--- config.mk ---
export PLATFORM = sky130hd
export DESIGN_NAME = alu_accum_seq
export DESIGN_NICKNAME = d
export VERILOG_FILES = /design/src/rtl/alu_pkg.sv /design/src/rtl/alu_accum_seq.sv
export SDC_FILE = /design/constraint.sdc
export NUM_CORES = 1
export LEC_CHECK = 0
export ABC_AREA = 1
export CAP_MARGIN = 20
export CORE_UTILIZATION = 37
export DETAILED_ROUTE_END_ITERATION = 12
export GPL_TIMING_DRIVEN = 0
export PLACE_DENSITY = 0.82
export SLEW_MARGIN = 20
export SYNTH_ARGS = -nofsm -noshare
export SYNTH_HDL_FRONTEND = slang
export SYNTH_SLANG_ARGS = --single-unit
--- constraint.sdc ---
create_clock -name clk -period 1.67 [get_ports clk]
set_input_delay 0.334 -clock clk [delete_from_list [all_inputs] [get_ports clk]]
set_output_delay 0.334 -clock clk [all_outputs]
set_load 0.02 [all_outputs]
--- src/rtl/alu_pkg.sv ---
// Shared ALU definitions: op codes, sequencer state encoding, default datapath width.
package alu_pkg;

  localparam int ALU_WIDTH = 32;

  localparam logic [2:0] ALU_ADD = 3'b000;
  localparam logic [2:0] ALU_SUB = 3'b001;
  localparam logic [2:0] ALU_AND = 3'b010;
  localparam logic [2:0] ALU_OR  = 3'b011;
  localparam logic [2:0] ALU_SRL = 3'b100;
  localparam logic [2:0] ALU_SRA = 3'b101;
  localparam logic [2:0] ALU_UGT = 3'b110;
  localparam logic [2:0] ALU_SGT = 3'b111;

  localparam logic [1:0] ST_IDLE  = 2'd0;
  localparam logic [1:0] ST_ACCUM = 2'd1;
  localparam logic [1:0] ST_RESP  = 2'd2;

  // Two's-complement overflow of c = a +/- b, judged from the sign bits alone.
  function automatic logic signed_ovf(input logic is_sub, input logic a_msb,
                                      input logic b_msb, input logic c_msb);
    return ((a_msb ^ b_msb) == is_sub) & (c_msb ^ a_msb);
  endfunction

endpackage

--- src/rtl/alu_accum_seq.sv ---
// Accumulating sequencer in front of the combinational ALU: one reduced result per packet.
// Optional sticky signed-overflow flag (out_ovf) when ACC_OVF_DET_EN is defined.
//
// state    | meaning
// ST_IDLE  | no packet open; next beat starts one regardless of in_first
// ST_ACCUM | packet open; beats chain acc = acc OP in_data via the external ALU
// ST_RESP  | result presented on out_*; input stalled until out_ready
module alu_accum_seq
  import alu_pkg::*;
#(
  parameter int WIDTH = ALU_WIDTH,
  parameter int CNT_W = 8
) (
  input  logic             clk,
  input  logic             rst_n,
  input  logic             in_valid,
  output logic             in_ready,
  input  logic [WIDTH-1:0] in_data,
  input  logic [2:0]       in_op,
  input  logic             in_first,
  input  logic             in_last,
  output logic [WIDTH-1:0] alu_a,
  output logic [WIDTH-1:0] alu_b,
  output logic [2:0]       alu_op,
  input  logic [WIDTH-1:0] alu_c,
  output logic             out_valid,
  input  logic             out_ready,
  output logic [WIDTH-1:0] out_data,
`ifdef ACC_OVF_DET_EN
  output logic             out_ovf,
`endif
  output logic [CNT_W-1:0] out_count
);

  localparam logic [CNT_W-1:0] CNT_ONE = {{(CNT_W-1){1'b0}}, 1'b1};
  localparam logic [CNT_W-1:0] CNT_MAX = {CNT_W{1'b1}};

  logic [1:0]       state;
  logic [WIDTH-1:0] acc;
  logic [CNT_W-1:0] count;
  logic             beat;
  logic             restart;
  logic             chain;

  assign in_ready  = (state != ST_RESP);
  assign out_valid = (state == ST_RESP);
  assign out_data  = acc;
  assign out_count = count;

  assign alu_a  = acc;
  assign alu_b  = in_data;
  assign alu_op = in_op;

  assign beat    = in_valid & in_ready;
  // A first beat inside an open packet abandons it and starts over.
  assign restart = beat & ((state == ST_IDLE) | in_first);
  assign chain   = beat & (state == ST_ACCUM) & ~in_first;

  always_ff @(posedge clk or negedge rst_n) begin
    if (!rst_n) begin
      state <= ST_IDLE;
      acc   <= '0;
      count <= '0;
    end else if (restart) begin
      acc   <= in_data;
      count <= CNT_ONE;
      state <= in_last ? ST_RESP : ST_ACCUM;
    end else if (chain) begin
      acc <= alu_c;
      if (count != CNT_MAX) count <= count + CNT_ONE;
      state <= in_last ? ST_RESP : ST_ACCUM;
    end else if ((state == ST_RESP) && out_ready) begin
      state <= ST_IDLE;
    end
  end

`ifdef ACC_OVF_DET_EN
  logic ovf;
  logic ovf_hit;

  assign ovf_hit = ((in_op == ALU_ADD) | (in_op == ALU_SUB)) &
                   signed_ovf(in_op[0], acc[WIDTH-1], in_data[WIDTH-1], alu_c[WIDTH-1]);

  always_ff @(posedge clk or negedge rst_n) begin
    if (!rst_n)       ovf <= 1'b0;
    else if (restart) ovf <= 1'b0;
    else if (chain)   ovf <= ovf | ovf_hit;
  end

  assign out_ovf = ovf;
`endif

endmodule

* Word-level counts from Yosys, hierarchy flattened
Index checks and enable logic that the tools add are counted.
Widths: inputs -> output; s select.
** Storage, ports and cells
- Bits of input ports :: 73
- Logic and storage cells :: 29
- Output and inout bits :: 109
- Register bits :: 42
** Operators by class
- Eq/ne operators :: 4
- Add/sub/neg operators :: 1
- Muxes and demuxes :: 9
- Bitwise gates (word level) :: 6
- Reduce and logical (&&, ||, !) cells :: 6
** Operators by type and width (number)
- $mux 32 :: 2
- $mux 8 :: 3
- $add 8x1->8 const B :: 1
- $mux 2 :: 4
- $ne 8x8->1 const B :: 1
- $and 1x1->1 :: 4
- $reduce_bool 2->1 :: 2
- $reduce_bool 3->1 :: 1
- $eq 2x1->1 const B :: 1
- $eq 2x2->1 const B :: 1
- $logic_not 2->1 :: 1
- $ne 2x2->1 const B :: 1
- $reduce_and 2->1 :: 1
- $logic_and 1x1->1 :: 1
- $not 1->1 :: 1
- $or 1x1->1 :: 1

* Depth between registers and ports, before layout
Gate-level depths: netlist of the first run.
- Depth after elaboration :: 6
- Gate-level depth with buffers :: 10
- Mapped depth without buffers :: 8

* Least setup slack after synthesis of the first run
No wires, ideal clock.
- Kind :: reg-to-reg
- From :: register count[0], in the netlist out_count[0]
- To :: register count[1], in the netlist out_count[1]
- Library setup time :: 116 ps
- Stages on the path, launching flop included :: 9
- Period minus slack after synthesis :: 1365 ps
- Setup slack :: 305 ps
- Data arrival time :: 1248 ps
- Path buffers :: 0
- Cells stage by stage :: dfrtp_1 -> ha_1 -> nand2_1 -> nor2_1 -> nand3_1 -> nand3_2 -> inv_1 -> nand2_1 -> nand2_1
** Between the ends
- Word-level cells in the longest chain between the ends :: 4
- Elaborated cells between the ends (all ways) :: 7
- Those cells by class :: 1 x add/sub; 1 x eq/ne; 3 x mux; 2 x reduce/logical
** RTL lines
- start: declaration :: RTL line alu_accum_seq.sv:40 : logic [CNT_W-1:0] count;
- start signal: assignment :: RTL line alu_accum_seq.sv:70 : if (count != CNT_MAX) count <= count + CNT_ONE;
- $add 8x1->8 :: RTL line alu_accum_seq.sv:70
- $mux 8 :: RTL line alu_accum_seq.sv:70
- $mux 8 :: RTL line alu_accum_seq.sv:68 : end else if (chain) begin
- $mux 8 :: RTL line alu_accum_seq.sv:64 : end else if (restart) begin
Parallel ways exist; a longest one is shown, timed or not. The select of a mux whose other input is x is not followed.
A chain may end at the register's enable or synchronous reset.

* Worst setup path in the final report of the first run
- From :: register acc[0], in the netlist alu_a[0]
- To :: output port alu_a[0]
** RTL lines
- start: declaration :: RTL line alu_accum_seq.sv:39 : logic [WIDTH-1:0] acc;
- start signal: assignment :: RTL line alu_accum_seq.sv:65 : acc <= in_data;
- start signal: assignment :: RTL line alu_accum_seq.sv:69 : acc <= alu_c;
- end: declaration :: RTL line alu_accum_seq.sv:22 : output logic [WIDTH-1:0] alu_a,
No word-level cell between the ends.

==> metrics.cfg, run 1 <==
[route]
drt-wirelength-per-cell_um = 12.50
ant_nets = 0
drt-vias-per-instance = 4.401
drc = 0
dr_total_vias = 2834
routed_wirelength_um = 8049
dr.pass1.iters = 4
dr.first_iter.drc_count = 81

[logic_synthesis]
synth.distinct_cells = 24
syn_avg_cell_area_um2 = 7.766
synth_top_area_share_pct = 37.80
syn_area_um2 = 2780
ys_warn_count = 0
yosysSeqAreaShare_pct = 37.80
synth.area.top_cells = dfrtp_1 38%, buf_4 20%, nand2_1 18%, o211ai_1 5.9%, inv_1 5.7%
synth_seq_cells = 42
yosys.area.top_type = dfrtp_1
syn_nets = 432
netlist_instances = 358

[sta]
setup_viol = 0
rsz0062_at_grt = false
finalHoldViolations = 0
max_slew_margin_pct = 61.17
timing.final.crit_share_pct = 97.65
worstMarginPinSlew_ns = 0.5825
slew_viol_final = 0
fin_skew_ns = 0.008316
finalCriticalPeriod_ns = 1.631
tns_ns = 0
holdWs_ns = 0.03482
fmax_mhz = 613.2

[worst_setup_path]
crit_chain = clkdlybuf4s50_1
path_class = reg2out
crit_arrival_ns = 1.30
cpMaxStageDelayCell = clkdlybuf4s50_1
setup.worst_path.start = alu_a[0]$_DFFE_PN0P_
r2r-start = out_count[0]$_DFFE_PN0P_
cp.required_ns = 1.34
cp_top_family = buffers and inverters
cp_num_buf_inv = 1
cp_max_fo = 3
critPathMaxStageDelay_ns = 0.62
critPathCaptureType = output port
worst_setup_path_start_kind = flop

[global_route]
grt_antenna_before_repair = 0
grtUsageTotal_pct = 19.68
grt_pass1_wl_um = 11930
grt_overflow = 0
grt_max_degree = 24
grt_pass1_vias = 2573

[die]
core_um2 = 7253
die_x_um = 88.69
io_pins = 182
start_util_pct = 38.33
rows = 31
die_h_um = 88.69
die_area_um2 = 7865

[cts]
cts_buffers = 5
clkTransAtPathRegs_ns = 0.08
cts_sinks = 42
root_buffer = clkbuf_8
clk_latency_ns = 0.29
post_cts_buffers = 0
cts_hold_buf = 0
cts_resized = 73
h-tree-depth = 2
clockBufferDepth = 2
tritoncts = built

[cells_and_area]
area_growth_pct = 71.96
drive_gt1_share_pct = 19.27
layout_commonest_cell = nand2_1
final_cell_mix = 131 x nand2_1, 82 x clkdlybuf4s50_1, 73 x buf_4
nNetsFinal = 618
num_antenna_cells = 0

[min_path]
worstHoldPathType = in2async

[place]
dp_hpwl_um = 6480
port_buffers = 178
place_congestion = 0.7589

[power]
p_per_area_nw_per_um2 = 1005
p_leak_nw = 2.756
ir_worst_vdd_mv = 0.5449

[flow_run]
max_cap_viol_count = 0

[status]
status = complete, no violations

## cells in the mapped netlist
cell type	n
nand3_1	6
ha_1	1
xor2_1	1
nor2_1	3
inv_1	42
nand2_1	131
xnor2_1	1
a21oi_2	2
o211ai_1	22
buf_8	1
o211ai_2	10
o21ai_0	3
buf_6	1
or2_4	1
nand3_2	1
or2_2	1
clkbuf_1	3
dfrtp_1	42
buf_4	73
nand3b_1	2
nand2_4	1
o21ai_1	4
inv_2	1
buf_2	5
## routing by layer
| metal | track usage (%) | up-vias | part of all wire, % |
|---|---|---|---|
| li1 | - | 1417 | - |
| met1 | 23.33 | 1289 | 40 |
| met2 | 36.22 | 121 | 50 |
| met3 | 4.757 | 7 | 8.5 |
| met4 | 3.666 | 0 | 0.84 |
| met5 | 0 | - | 0 |
## where the power goes
part / total [mW] / leakage [nW] / switching, mW / internal (mW)
clock network: 0.793 / 0.0524 / 0.345 / 0.448
logic: 2.52 / 2.19 / 1.28 / 1.24
registers: 1.50 / 0.518 / 0.236 / 1.26
## logic make-up after synthesis
group / count (synthesis) / synth area share, %
and+or+nand+nor: 146 / 21.02
buffers and inverters: 126 / 27.77
DFF: 42 / 37.80
AOI/OAI and AO/OA: 41 / 12.33
xor gates and xnor gates: 2 / 0.6302
adders and majority gates: 1 / 0.4500
## worst paths after layout
| check | end | slack (ns) | cells after the start |
|---|---|---|---|
| max reg2reg | out_count[7]$_DFFE_PN0P_ | 0.26 | 8 |
| min in group clk | alu_a[9]$_DFFE_PN0P_ | 0.51 | 2 |
| min reg2reg | alu_a[9]$_DFFE_PN0P_ | 0.51 | 2 |
| max in group asynchronous | alu_a[11]$_DFFE_PN0P_ | 1.13 | 2 |
| min | alu_a[19]$_DFFE_PN0P_ | 0.03 | 1 |
| max | alu_a[0] | 0.04 | 1 |
## state kept, by name, summed over array words and instances (netlist names)
register   cells
alu_a         32
state          2
out_count      8
## area by class of cell
cell class	instances	area [um2]
flip-flops and latches	42	1051
repair buffers	179	1770
fillers	663	2472
clock buffers	7	76.32
clock inverters	1	30.03
inverters	43	161.4
well taps	99	123.9
multi-input cells	190	957.2
plain buffers	83	610.6
## per-stage QoR
stage	power, mW	area [um2]	setup WS [ns]	utilization [%]	cells
after CTS	4.898	4723	0.007504	65.12	644
final	4.807	4781	0.03924	65.91	644
after floorplan	2.957	2780	0.3054	-	358
after global routing	5.110	4781	0.003054	65.91	644
after global placement	4.231	4686	-0.8370	64.60	635
after detailed placement	4.298	4708	-0.2489	64.91	636
No activity file was read; power rests on OpenSTA's default activity.
==> run 2: changes to the inputs <==
- CELL_PAD_IN_SITES_DETAIL_PLACEMENT: not set -> 1
- CELL_PAD_IN_SITES_GLOBAL_PLACEMENT: not set -> 1
- CORE_UTILIZATION: 37 -> 25
- PLACE_DENSITY: 0.82 -> not set
- PLACE_DENSITY_LB_ADDON: not set -> 0.1
==> metrics.cfg, run 2 (synthesis results as in run 1) <==
[status]
status = complete, no violations

[cts]
h-tree-depth = 2  ; unchanged
root_buffer = clkbuf_8
cts_sinks = 42  ; unchanged
cts_buffers = 5  ; unchanged
clk_latency_ns = 0.29  ; about the same
tritoncts = built
clockBufferDepth = 2  ; unchanged
clkTransAtPathRegs_ns = 0.08  ; about the same

[die]
io_pins = 182  ; unchanged
start_util_pct = 25.65  ; -13 points
die_x_um = 107.5  ; +21%
core_um2 = 10840  ; +49%
rows = 38  ; +23%
die_h_um = 107.5  ; +21%
die_area_um2 = 11550  ; +47%

[sta]
finalCriticalPeriod_ns = 1.630  ; -0.0009888 ns
max_slew_margin_pct = 65.11  ; +3.9 points
fin_skew_ns = 0.002592  ; -0.005724 ns
finalWorstSetupSlack_ns = 0.04023  ; +0.0009888 ns
slew_viol_final = 0  ; unchanged
finalHoldViolations = 0  ; unchanged
rsz0062_at_grt = false
fmax_mhz = 613.6  ; about the same
worstMarginPinSlew_ns = 0.5233  ; -0.05912 ns
timing.final.crit_share_pct = 97.59  ; about the same
setup_viol = 0  ; unchanged

[power]
power_mw = 4.673  ; -2.8%
p_comb_share_pct = 54.3  ; +1.9 points
sw_frac_of_total_pct = 40.48  ; +1.8 points
p_per_area_nw_per_um2 = 972.4  ; -3.3%
ir_worst_vdd_mv = 0.3976  ; -27%
power_frac_seq_pct = 31.9  ; +0.8 points
p_clk_share_pct = 13.8  ; -2.7 points
p_leak_nw = 2.768  ; +0.43%
p_int_mw = 2.781  ; -5.6%
power_switching_mw = 1.892  ; +1.7%

[route]
routed_wirelength_um = 9480  ; +18%
dr.first_iter.drc_count = 45  ; -44%
drt-wirelength-per-cell_um = 13.84  ; +11%
dr.pass1.iters = 4  ; unchanged
drt-vias-per-instance = 4.177  ; -5.1%
dr_total_vias = 2861  ; +0.95%
drc = 0  ; unchanged
ant_nets = 0  ; unchanged

[global_route]
grt_pass1_wl_um = 15010  ; +26%
grt_overflow = 0  ; unchanged
grt_use_met3_pct = 3.571  ; -1.2 points
grtUsageTotal_pct = 16.62  ; -3.1 points
use_met2_pct = 30.78  ; -5.4 points
grt.busiest_layer = met2
grt_antenna_before_repair = 0  ; unchanged
use_met1_pct = 19.61  ; -3.7 points
grt_pass1_vias = 3029  ; +18%
grt_max_degree = 27  ; +13%

[worst_setup_path]
cp_max_fo = 2  ; -1
crit_chain = clkdlybuf4s50_1, buf_4, dlygate4sd2_1
path_class = in2out
crit_arrival_ns = 1.30  ; about the same
cp.required_ns = 1.34  ; about the same
critPathMaxStageDelay_ns = 0.52  ; -0.10 ns
cpMaxStageDelayCell = clkdlybuf4s50_1
critPathCaptureType = output port
worst_setup_path_start_kind = primary input

[cells_and_area]
largest_register_ffs = 32  ; unchanged
fillerInstances = 1315  ; +98%
area_growth_pct = 72.86
final_util_pct = 44.33  ; -22 points
layout_commonest_cell = nand2_1
final_cell_mix = 131 x nand2_1, 79 x clkdlybuf4s50_1, 74 x dlygate4sd2_1
num_antenna_cells = 0  ; unchanged
drive_gt1_share_pct = 19.08  ; -0.18 points
seq_area_um2 = 1051  ; unchanged
nNetsFinal = 619  ; +0.16%
multi_input_area_um2 = 957.2  ; unchanged

[flow_run]
max_cap_viol_count = 0  ; unchanged

[min_path]
worstHoldPathType = in2async

[place]
place_congestion = 0.7348  ; -3.2%
port_buffers = 178  ; unchanged
dp_hpwl_um = 7512  ; +16%
dp_slack_ns = -0.2364  ; +0.01251 ns

-- run 2: changes by cell type in the layout (fill, tap and decap cells not counted), moves of 2 or more --
| cell | delta |
|---|---|
| clkdlybuf4s50_1 | -3 |
| dlygate4sd2_1 | +3 |
| clkdlybuf4s15_1 | -2 |
| dlymetal6s2s_1 | +2 |
-- run 2: worst max-delay path: cells and delay by family --
family	cells	cell delay [ns]
buf+inv	3	0.96
-- run 2: path summary, 6_finish.rpt --
kind / from / cells after the start / end / slack (ns)
max reg2reg: out_count[0]$_DFFE_PN0P_ / 7 / out_count[6]$_DFFE_PN0P_ / 0.17
max: in_data[3] / 3 / alu_b[3] / 0.04
min reg2reg: alu_a[26]$_DFFE_PN0P_ / 2 / alu_a[26]$_DFFE_PN0P_ / 0.51
min in group clk: alu_a[26]$_DFFE_PN0P_ / 2 / alu_a[26]$_DFFE_PN0P_ / 0.51
max in group asynchronous: rst_n / 3 / alu_a[24]$_DFFE_PN0P_ / 0.65
min: rst_n / 2 / alu_a[1]$_DFFE_PN0P_ / 0.51
-- run 2: metrics by stage --
stage	hold slack [ns]	setup TNS (ns)	area, um2	std cells
global route	0.5317	0	4806	685
floorplan	0.03841	0	2780	358
detailed placement	0.3084	-10.75	4752	677
global placement	0.4899	-57.60	4737	676
finish	0.5109	0	4806	685
CTS	0.5223	0	4746	685
-- run 2: final cells by class --
type	instances	share of cell area, %
Clock buffer	7	1.588
Multi-Input combinational cell	190	19.92
Timing Repair Buffer	180	36.92
Inverter	43	3.359
Sequential cell	42	21.87
Tap cell	140	3.645
Buffer	83	12.71
-- run 2: metal layers --
layer / vias to the layer above / wire (um)
met1: 1334 / 3980
met4: 0 / 80
met5: - / 0
met3: 7 / 587
met2: 109 / 4831
li1: 1411 / -
-- run 2: what timing repair did --
item,4_1_cts,5_1_grt
setup endpoints to repair,74,24
hold buffers,1,0
setup buffers,0,0
endpoints found under the hold margin,16,0
resized for setup,74,24
-- run 2: power groups by stage --
stage | Combinational [mW] | Clock, mW | Sequential [mW]
2_1_floorplan | 1.20 | 0 | 1.76
3_3_place_gp | 2.77 | 0 | 1.52
3_5_place_dp | 2.81 | 0 | 1.53
4_1_cts | 2.61 | 0.682 | 1.51
5_1_grt | 2.74 | 0.713 | 1.54
6_report | 2.54 | 0.643 | 1.49
